`src/rtl/mdio_slave.sv`:
```
// mdio_slave: Clause-22 MDIO target with synchronized MDC/MDIO and a register strobe interface.
module mdio_slave #(
    parameter int PRE_LEN = 32
) (
    input  logic        clk_i,
    input  logic        rstn_i,
    input  logic        mdc_i,
    input  logic        mdio_i,
    output logic        mdio_o,
    output logic        mdio_oe_o,
    input  logic [4:0]  phy_addr_i,
    output logic [4:0]  reg_addr_o,
    output logic [15:0] reg_wdata_o,
    output logic        reg_wr_o,
    output logic        reg_rd_o,
    input  logic [15:0] reg_rdata_i
);
    localparam int CW = $clog2(PRE_LEN + 1);

    typedef enum logic [2:0] {IDLE, ST, OP, PHYAD, REGAD, TA, DATA} state_t;

    state_t        state_q, state_d;
    logic [1:0]    mdc_s_q, mdio_s_q;
    logic          mdc_p_q;
    logic [CW-1:0] pre_q, pre_d;
    logic [3:0]    cnt_q, cnt_d;
    logic          op_q, op_d, rd_q, rd_d, sel_q, sel_d;
    logic [4:0]    adr_q, adr_d;
    logic [15:0]   sh_q, sh_d;
    logic          oe_q, oe_d, dout_q, dout_d, wr_q, wr_d, rdp_q, rdp_d;
    logic [4:0]    raddr_q, raddr_d;
    logic [15:0]   wdata_q, wdata_d;
    logic          re, din, pre_full;

    assign re        = mdc_s_q[1] & ~mdc_p_q;
    assign din       = mdio_s_q[1];
    assign pre_full  = pre_q == CW'(PRE_LEN);
    assign mdio_o      = dout_q;
    assign mdio_oe_o   = oe_q;
    assign reg_wr_o    = wr_q;
    assign reg_rd_o    = rdp_q;
    assign reg_addr_o  = raddr_q;
    assign reg_wdata_o = wdata_q;

    always_ff @(posedge clk_i) begin
        if (!rstn_i) begin
            mdc_s_q  <= '0;
            mdio_s_q <= '0;
            mdc_p_q  <= 1'b0;
            state_q  <= IDLE;
            pre_q    <= '0;
            cnt_q    <= '0;
            op_q     <= 1'b0;
            rd_q     <= 1'b0;
            sel_q    <= 1'b0;
            adr_q    <= '0;
            sh_q     <= '0;
            oe_q     <= 1'b0;
            dout_q   <= 1'b0;
            wr_q     <= 1'b0;
            rdp_q    <= 1'b0;
            raddr_q  <= '0;
            wdata_q  <= '0;
        end else begin
            mdc_s_q  <= {mdc_s_q[0], mdc_i};
            mdio_s_q <= {mdio_s_q[0], mdio_i};
            mdc_p_q  <= mdc_s_q[1];
            state_q  <= state_d;
            pre_q    <= pre_d;
            cnt_q    <= cnt_d;
            op_q     <= op_d;
            rd_q     <= rd_d;
            sel_q    <= sel_d;
            adr_q    <= adr_d;
            sh_q     <= sh_d;
            oe_q     <= oe_d;
            dout_q   <= dout_d;
            wr_q     <= wr_d;
            rdp_q    <= rdp_d;
            raddr_q  <= raddr_d;
            wdata_q  <= wdata_d;
        end
    end

    // Frame sequencing; the preamble count is only nonzero while in IDLE.
    always_comb begin
        state_d = state_q;
        pre_d   = pre_q;
        cnt_d   = cnt_q;
        op_d    = op_q;
        rd_d    = rd_q;
        sel_d   = sel_q;
        adr_d   = adr_q;
        if (re) begin
            case (state_q)
                IDLE: begin
                    pre_d   = din ? (pre_full ? pre_q : pre_q + 1'b1) : '0;
                    state_d = (!din && pre_full) ? ST : IDLE;
                end
                ST: begin
                    state_d = din ? OP : IDLE;
                    cnt_d   = '0;
                end
                OP: begin
                    op_d    = din;
                    cnt_d   = cnt_q[0] ? 4'd0 : cnt_q + 4'd1;
                    rd_d    = cnt_q[0] ? (op_q & ~din) : rd_q;
                    state_d = cnt_q[0] ? ((op_q ^ din) ? PHYAD : IDLE) : OP;
                end
                PHYAD, REGAD: begin
                    adr_d   = {adr_q[3:0], din};
                    cnt_d   = (cnt_q == 4'd4) ? 4'd0 : cnt_q + 4'd1;
                    sel_d   = (state_q == PHYAD && cnt_q == 4'd4) ? ({adr_q[3:0], din} == phy_addr_i) : sel_q;
                    state_d = (cnt_q != 4'd4) ? state_q : (state_q == PHYAD ? REGAD : TA);
                end
                TA: begin
                    cnt_d   = cnt_q[0] ? 4'd0 : cnt_q + 4'd1;
                    state_d = cnt_q[0] ? DATA : TA;
                end
                DATA: begin
                    cnt_d   = cnt_q + 4'd1;
                    state_d = (cnt_q == 4'd15) ? IDLE : DATA;
                end
                default: state_d = IDLE;
            endcase
        end
    end

    // Registered pad drive, strobes and data shifting.
    always_comb begin
        oe_d    = oe_q;
        dout_d  = dout_q;
        wr_d    = 1'b0;
        rdp_d   = 1'b0;
        raddr_d = raddr_q;
        wdata_d = wdata_q;
        sh_d    = rdp_q ? reg_rdata_i : sh_q;
        if (re) begin
            if (state_q == REGAD && cnt_q == 4'd4 && sel_q && rd_q) begin
                rdp_d   = 1'b1;
                raddr_d = {adr_q[3:0], din};
            end
            if (state_q == TA && sel_q && rd_q) begin
                oe_d   = 1'b1;
                dout_d = cnt_q[0] ? sh_q[15] : 1'b0;
                sh_d   = cnt_q[0] ? {sh_q[14:0], 1'b0} : sh_q;
            end
            if (state_q == DATA && rd_q && sel_q) begin
                oe_d   = cnt_q != 4'd15;
                dout_d = (cnt_q != 4'd15) & sh_q[15];
                sh_d   = {sh_q[14:0], 1'b0};
            end
            if (state_q == DATA && !rd_q) begin
                sh_d = {sh_q[14:0], din};
                if (sel_q && cnt_q == 4'd15) begin
                    wr_d    = 1'b1;
                    raddr_d = adr_q;
                    wdata_d = {sh_q[14:0], din};
                end
            end
        end
    end
endmodule

```
`config.mk`:
```
export PLATFORM = sky130hd
export DESIGN_NAME = mdio_slave
export DESIGN_NICKNAME = d
export VERILOG_FILES = /design/src/rtl/mdio_slave.sv
export SDC_FILE = /design/constraint.sdc
export NUM_CORES = 1
export LEC_CHECK = 0
export CAP_MARGIN = 10
export CORE_MARGIN = 2
export CORE_UTILIZATION = 49
export CTS_CLUSTER_SIZE = 16
export DETAILED_ROUTE_END_ITERATION = 10
export DONT_BUFFER_PORTS = 1
export PLACE_DENSITY = 0.67
export REMOVE_ABC_BUFFERS = 1
export SLEW_MARGIN = 0
export SYNTH_ARGS = -nofsm -noshare
export SYNTH_HDL_FRONTEND = slang
export SYNTH_SLANG_ARGS = --single-unit
export TNS_END_PERCENT = 100
```
`constraint.sdc`:
```
create_clock -name clk_i -period 1.85 [get_ports clk_i]
set_clock_uncertainty 0.15 [all_clocks]
set_input_delay 0.37 -clock clk_i [delete_from_list [all_inputs] [get_ports clk_i]]
set_output_delay 0.37 -clock clk_i [all_outputs]
set_load 0.02 [all_outputs]
```
Yosys cells after proc, flatten, opt, wreduce, memory -nomap -nowiden --
Index checks and enable logic that the tools add are counted.
Operators by class: equality and inequality tests 15, mux-type cells 30, reductions and logical operators 29, add/subtract/negate cells 2, bitwise logic cells 6
Operators by type and width (count):
- two-way mux 16 bit | 6
- case mux 3 bit (6 select lines) | 1
- case mux 4 bit (4 select lines) | 1
- two-way mux 5 bit | 3
- AND reduction 3 bit | 5
- two-way mux 6 bit | 2
- AND reduction 2 bit | 6
- logical AND 1 bit | 11
- equality test 3 bit, second input constant | 3
- two-way mux 1 bit | 9
- two-way mux 2 bit | 4
- two-way mux 4 bit | 2
- adder 6 x 1 -> 6 bit, second input constant | 1
- equality test 3 x 2 -> 1 bit, second input constant | 2
- equality test 6 bit, second input constant | 1
- two-way mux 3 bit | 2
- equality test 5 bit | 1
- inequality test 5 x 3 -> 1 bit, second input constant | 1
- adder 4 x 1 -> 4 bit, second input constant | 1
- equality test 4 x 3 -> 1 bit, second input constant | 1
- equality test 4 bit, second input constant | 1
- inequality test 2 bit, second input constant | 2
- inequality test 4 x 3 -> 1 bit, second input constant | 1
- inequality test 4 bit, second input constant | 1
- 9 further kinds | 14
Word-level totals: register bits 67, output and inout port bits 25

Depth between registers and ports, before layout --
Gate-level depths: netlist (run 1).
word-level depth 7, gate-level depth with buffers 8

Worst setup path before layout (run 1) --
Ideal clock, no wire load.
path kind reg2reg, start reg cnt_q[0], end reg cnt_q[2], slack -0.062 ns, arrival 1.636 ns, stages on the path, launching flop included 8, path buffers 0, setup time 0.127 ns, cell sequence dfxtp_1 inv_1 ha_1 and3b_1 nand2_1 a221oi_2 nor3_1 or3_1
On the way: longest elaborated chain between the ends 3, elaborated cells between the ends (all ways) 5
Ends and longest elaborated chain:
- start, declared | line 26 | logic [3:0] cnt_q, cnt_d;
- start signal, assigned | line 70 | cnt_q <= cnt_d;
- adder 4 x 1 -> 4 bit / equality test 4 x 3 -> 1 bit (equally long branches)
- two-way mux 4 bit, on equally long branches | line 106, 117, 112
- case mux 4 bit (4 select lines) (*) | line 95 | case (state_q)
Every way passes the cells marked *; elsewhere a longest branch is shown, timed or not. A chain may end at the register's enable or synchronous reset.

Final worst setup path (run 1) --
start reg cnt_q[1], end reg cnt_q[3]
The elaborated chain is that of the path after synthesis.

==> out/metrics.cfg, run 1 <==
[status]
status=complete, but fails checks
violations=negative setup slack

[sta]
tightest_slew_ps=684.6
period_share=1.013
setup_tns_ps=-40.38
final_hold_viol_count=0
setup_violations=2
rsz0062_at_grt=true
slew_headroom=0.5421
timing.final.ws_setup_ps=-23.26
fmax_ghz=0.5338
finalMaxSlewViolations=0
min_period_ps=1873

[logic_synthesis]
async_reset_ff_frac=0
yosysWarnings=0
synth_area_leaders=dfxtp_1 39%, mux2i_1 7.0%, nand2_1 6.9%
ys_types=58
syn_area_per_cell_um2=8.742
synth_commonest_cells=67 x dfxtp_1, 63 x nand2_1, 27 x o21ai_0
ys_seq_area_frac=0.3934
ys_ff_latch=67
synthFlopType=dfxtp_1
synth_edf_count=0
synth.top_cell.area_share=0.3934
syn_area_um2=3410
synthCells=390
yosysTopAreaCell=dfxtp_1
synth_most_common_cell=dfxtp_1

[power_and_ir_drop]
power_density_nw_per_um2=708.1
internal_power_mw=2.390
pwr-share-seq=0.475
power.share.combinational=0.029
switching_power_mw=0.6561
p_clk_frac=0.496
total_leakage_power_nw=1.590
swShare=0.2154
power_mw=3.046
max-vdd-ir-drop_mv=0.3906

[setup_path]
end_kind=register
path_cells=inv_2, ha_4, and3b_2, nand2_2, a221oi_4, buf_4, nor4_1, a211o_1
slowest_stage=dfxtp_2
cp.arrival_ps=1960
startpoint_type=register
cp_data_required_time_ps=1940
crit_type=register to register
regToRegSetupSlack_ps=-20
cpPeakStageDelay_ps=340
path_max_fanout=3

[detailed_routing]
drt_iter0_markers=176
wl_per_cell_um=16.79
via_count=2991
first_pass_iters=4
antenna_left=0
wirelength_mm=8.796
viasPerCell=5.708
drc=0

[clocking]
clk_path_buf_depth=2
cts_tree=built
cts.sinks=67
htreeDepth=3
ctsRootBufferMaster=clkbuf_8
clkSlewWorstSetupHoldPaths_ps=90
clock_latency_ps=360
cts_buffers=9

[layout]
num_antenna_cells=0
drive_gt1_frac=0.2748
syn_to_final_growth_pct=26.17
finalNetCount=470

[place]
portBuffers=0
gp_congestion=0.8784
dpl.hpwl_mm=5.638

[floorplan]
die-area_um2=7641
start_util=0.5046
chipWidth_um=87.42
die_y_um=87.42
top_level_ports=50
fp-row-count=30
core_um2=6756

[worst_hold_path]
hold_class=primary input to register

[grt]
grt_use_total=0.2327
antenna_found_initial=0
grt_max_degree=37
grt_pass1_wl_mm=13.63
grt_pass1_vias=2758
grt_overflow=0

[run]
max-cap-violations=0

==> layout make-up <==
cell class,count,area [um^2]
fill,587,2455
multi-input combinational,286,2043
sequential,67,1350
timing repair buffer,63,523.0
clock buffer,10,127.6
clock inverter,6,112.6
tap,80,100.1
inverter,12,45.04
==> sequential cells by signal, summed over array words and instances, names as in the netlist <==
name         cells
reg_addr_o       5
mdc_s_q          2
reg_wr_o         1
reg_rd_o         1
sh_q            16
pre_q            6
mdio_s_q         2
reg_wdata_o     16
state_q          3
cnt_q            4
mdc_p_q          1
adr_q            5
op_q             1
mdio_o           1
sel_q            1
mdio_oe_o        1
rd_q             1
==> final timing paths <==
path                                  from              end  depth (start not counted)
worst min-delay path                rstn_i  reg_wdata_o[14]                          1
worst max register to register    cnt_q[1]         cnt_q[3]                          8
worst min register to register  mdc_s_q[0]       mdc_s_q[1]                          1
worst max-delay path              cnt_q[1]         cnt_q[3]                          8
==> cells in the final DEF (no fill, tap or decap), types with 3 or more instances in the layout <==
cell type	n
dfxtp_1	62
nand2_1	59
buf_4	52
mux2i_1	24
o21ai_0	22
mux2_2	16
a21boi_0	13
nor2_1	13
and2_1	11
inv_1	10
nand3_1	10
nor2b_1	10
clkbuf_8	9
and3_1	7
a21boi_1	7
xor2_1	7
a21oi_1	7
dlygate4sd3_1	7
nand2b_1	6
nand4_1	5
o21ai_1	5
nand3b_1	4
nand2_2	4
ha_1	4
dfxtp_2	4
nor3_1	3
o22ai_1	3
o221ai_2	3
bufinv_16	3
==> repair_timing <==
action,in CTS,in global routing
hold buffers,6,1
setup buffers,4,0
gates cloned,1,0
setup endpoints to repair,23,43
endpoints found under the hold margin,19,5
gates resized for setup,18,30
pin swaps,6,7
==> metal layers <==
layer	routed length [um]	global-route usage	part of all wire	vias to the layer above
li1	-	-	-	1478
met1	4043	0.3197	0.46	1416
met2	4087	0.3471	0.46	85
met3	535	0.04834	0.061	12
met4	130	0.1105	0.015	0
met5	0	0	0	-
==> critical path: cells and delay by family (launching register included) <==
family	cells	cell delay (ps)
compound gates	2	590
flops	1	340
simple gates	3	320
buf+inv	2	230
fa+ha+maj	1	130
==> cell families after synthesis <==
kind of cell	synth area share
compound gates	0.1666
simple gates	0.2235
flops	0.3934
buf+inv	0.04807
fa+ha+maj	0.02202
xor+xnor	0.02312
mux	0.1233
==> power by group through the flow <==
stage               clock [mW]  sequential, mW  combinational (mW)
floorplan                    0            1.48              0.0385
global placement             0            1.48              0.0614
detailed placement           0            1.48              0.0620
CTS                       1.53            1.45              0.0789
global route              1.59            1.45              0.0963
finish                    1.51            1.45              0.0883
==> metrics by stage <==
| step | setup slack [ps] | std cells | hold slack, ps | area [um^2] | utilization |
|---|---|---|---|---|---|
| after detailed placement | -95.09 | 496 | 270.6 | 3799 | 0.5622 |
| after global routing | -80.57 | 524 | 3.304 | 4302 | 0.6367 |
| final | -23.26 | 524 | 22.78 | 4302 | 0.6367 |
| after floorplan | -375.1 | 365 | 261.8 | 3291 | - |
| after global placement | -85.71 | 496 | 265.3 | 3799 | 0.5622 |
| after CTS | -13.99 | 523 | 0.4945 | 4180 | 0.6187 |
(Power assumes the default switching activity.)
==> run 2, diff against run 1 <==
- CTS_CLUSTER_DIAMETER: not set -> 100
==> results of run 2 <==
The final DEF is identical to that of run 1; final timing and power are the same.
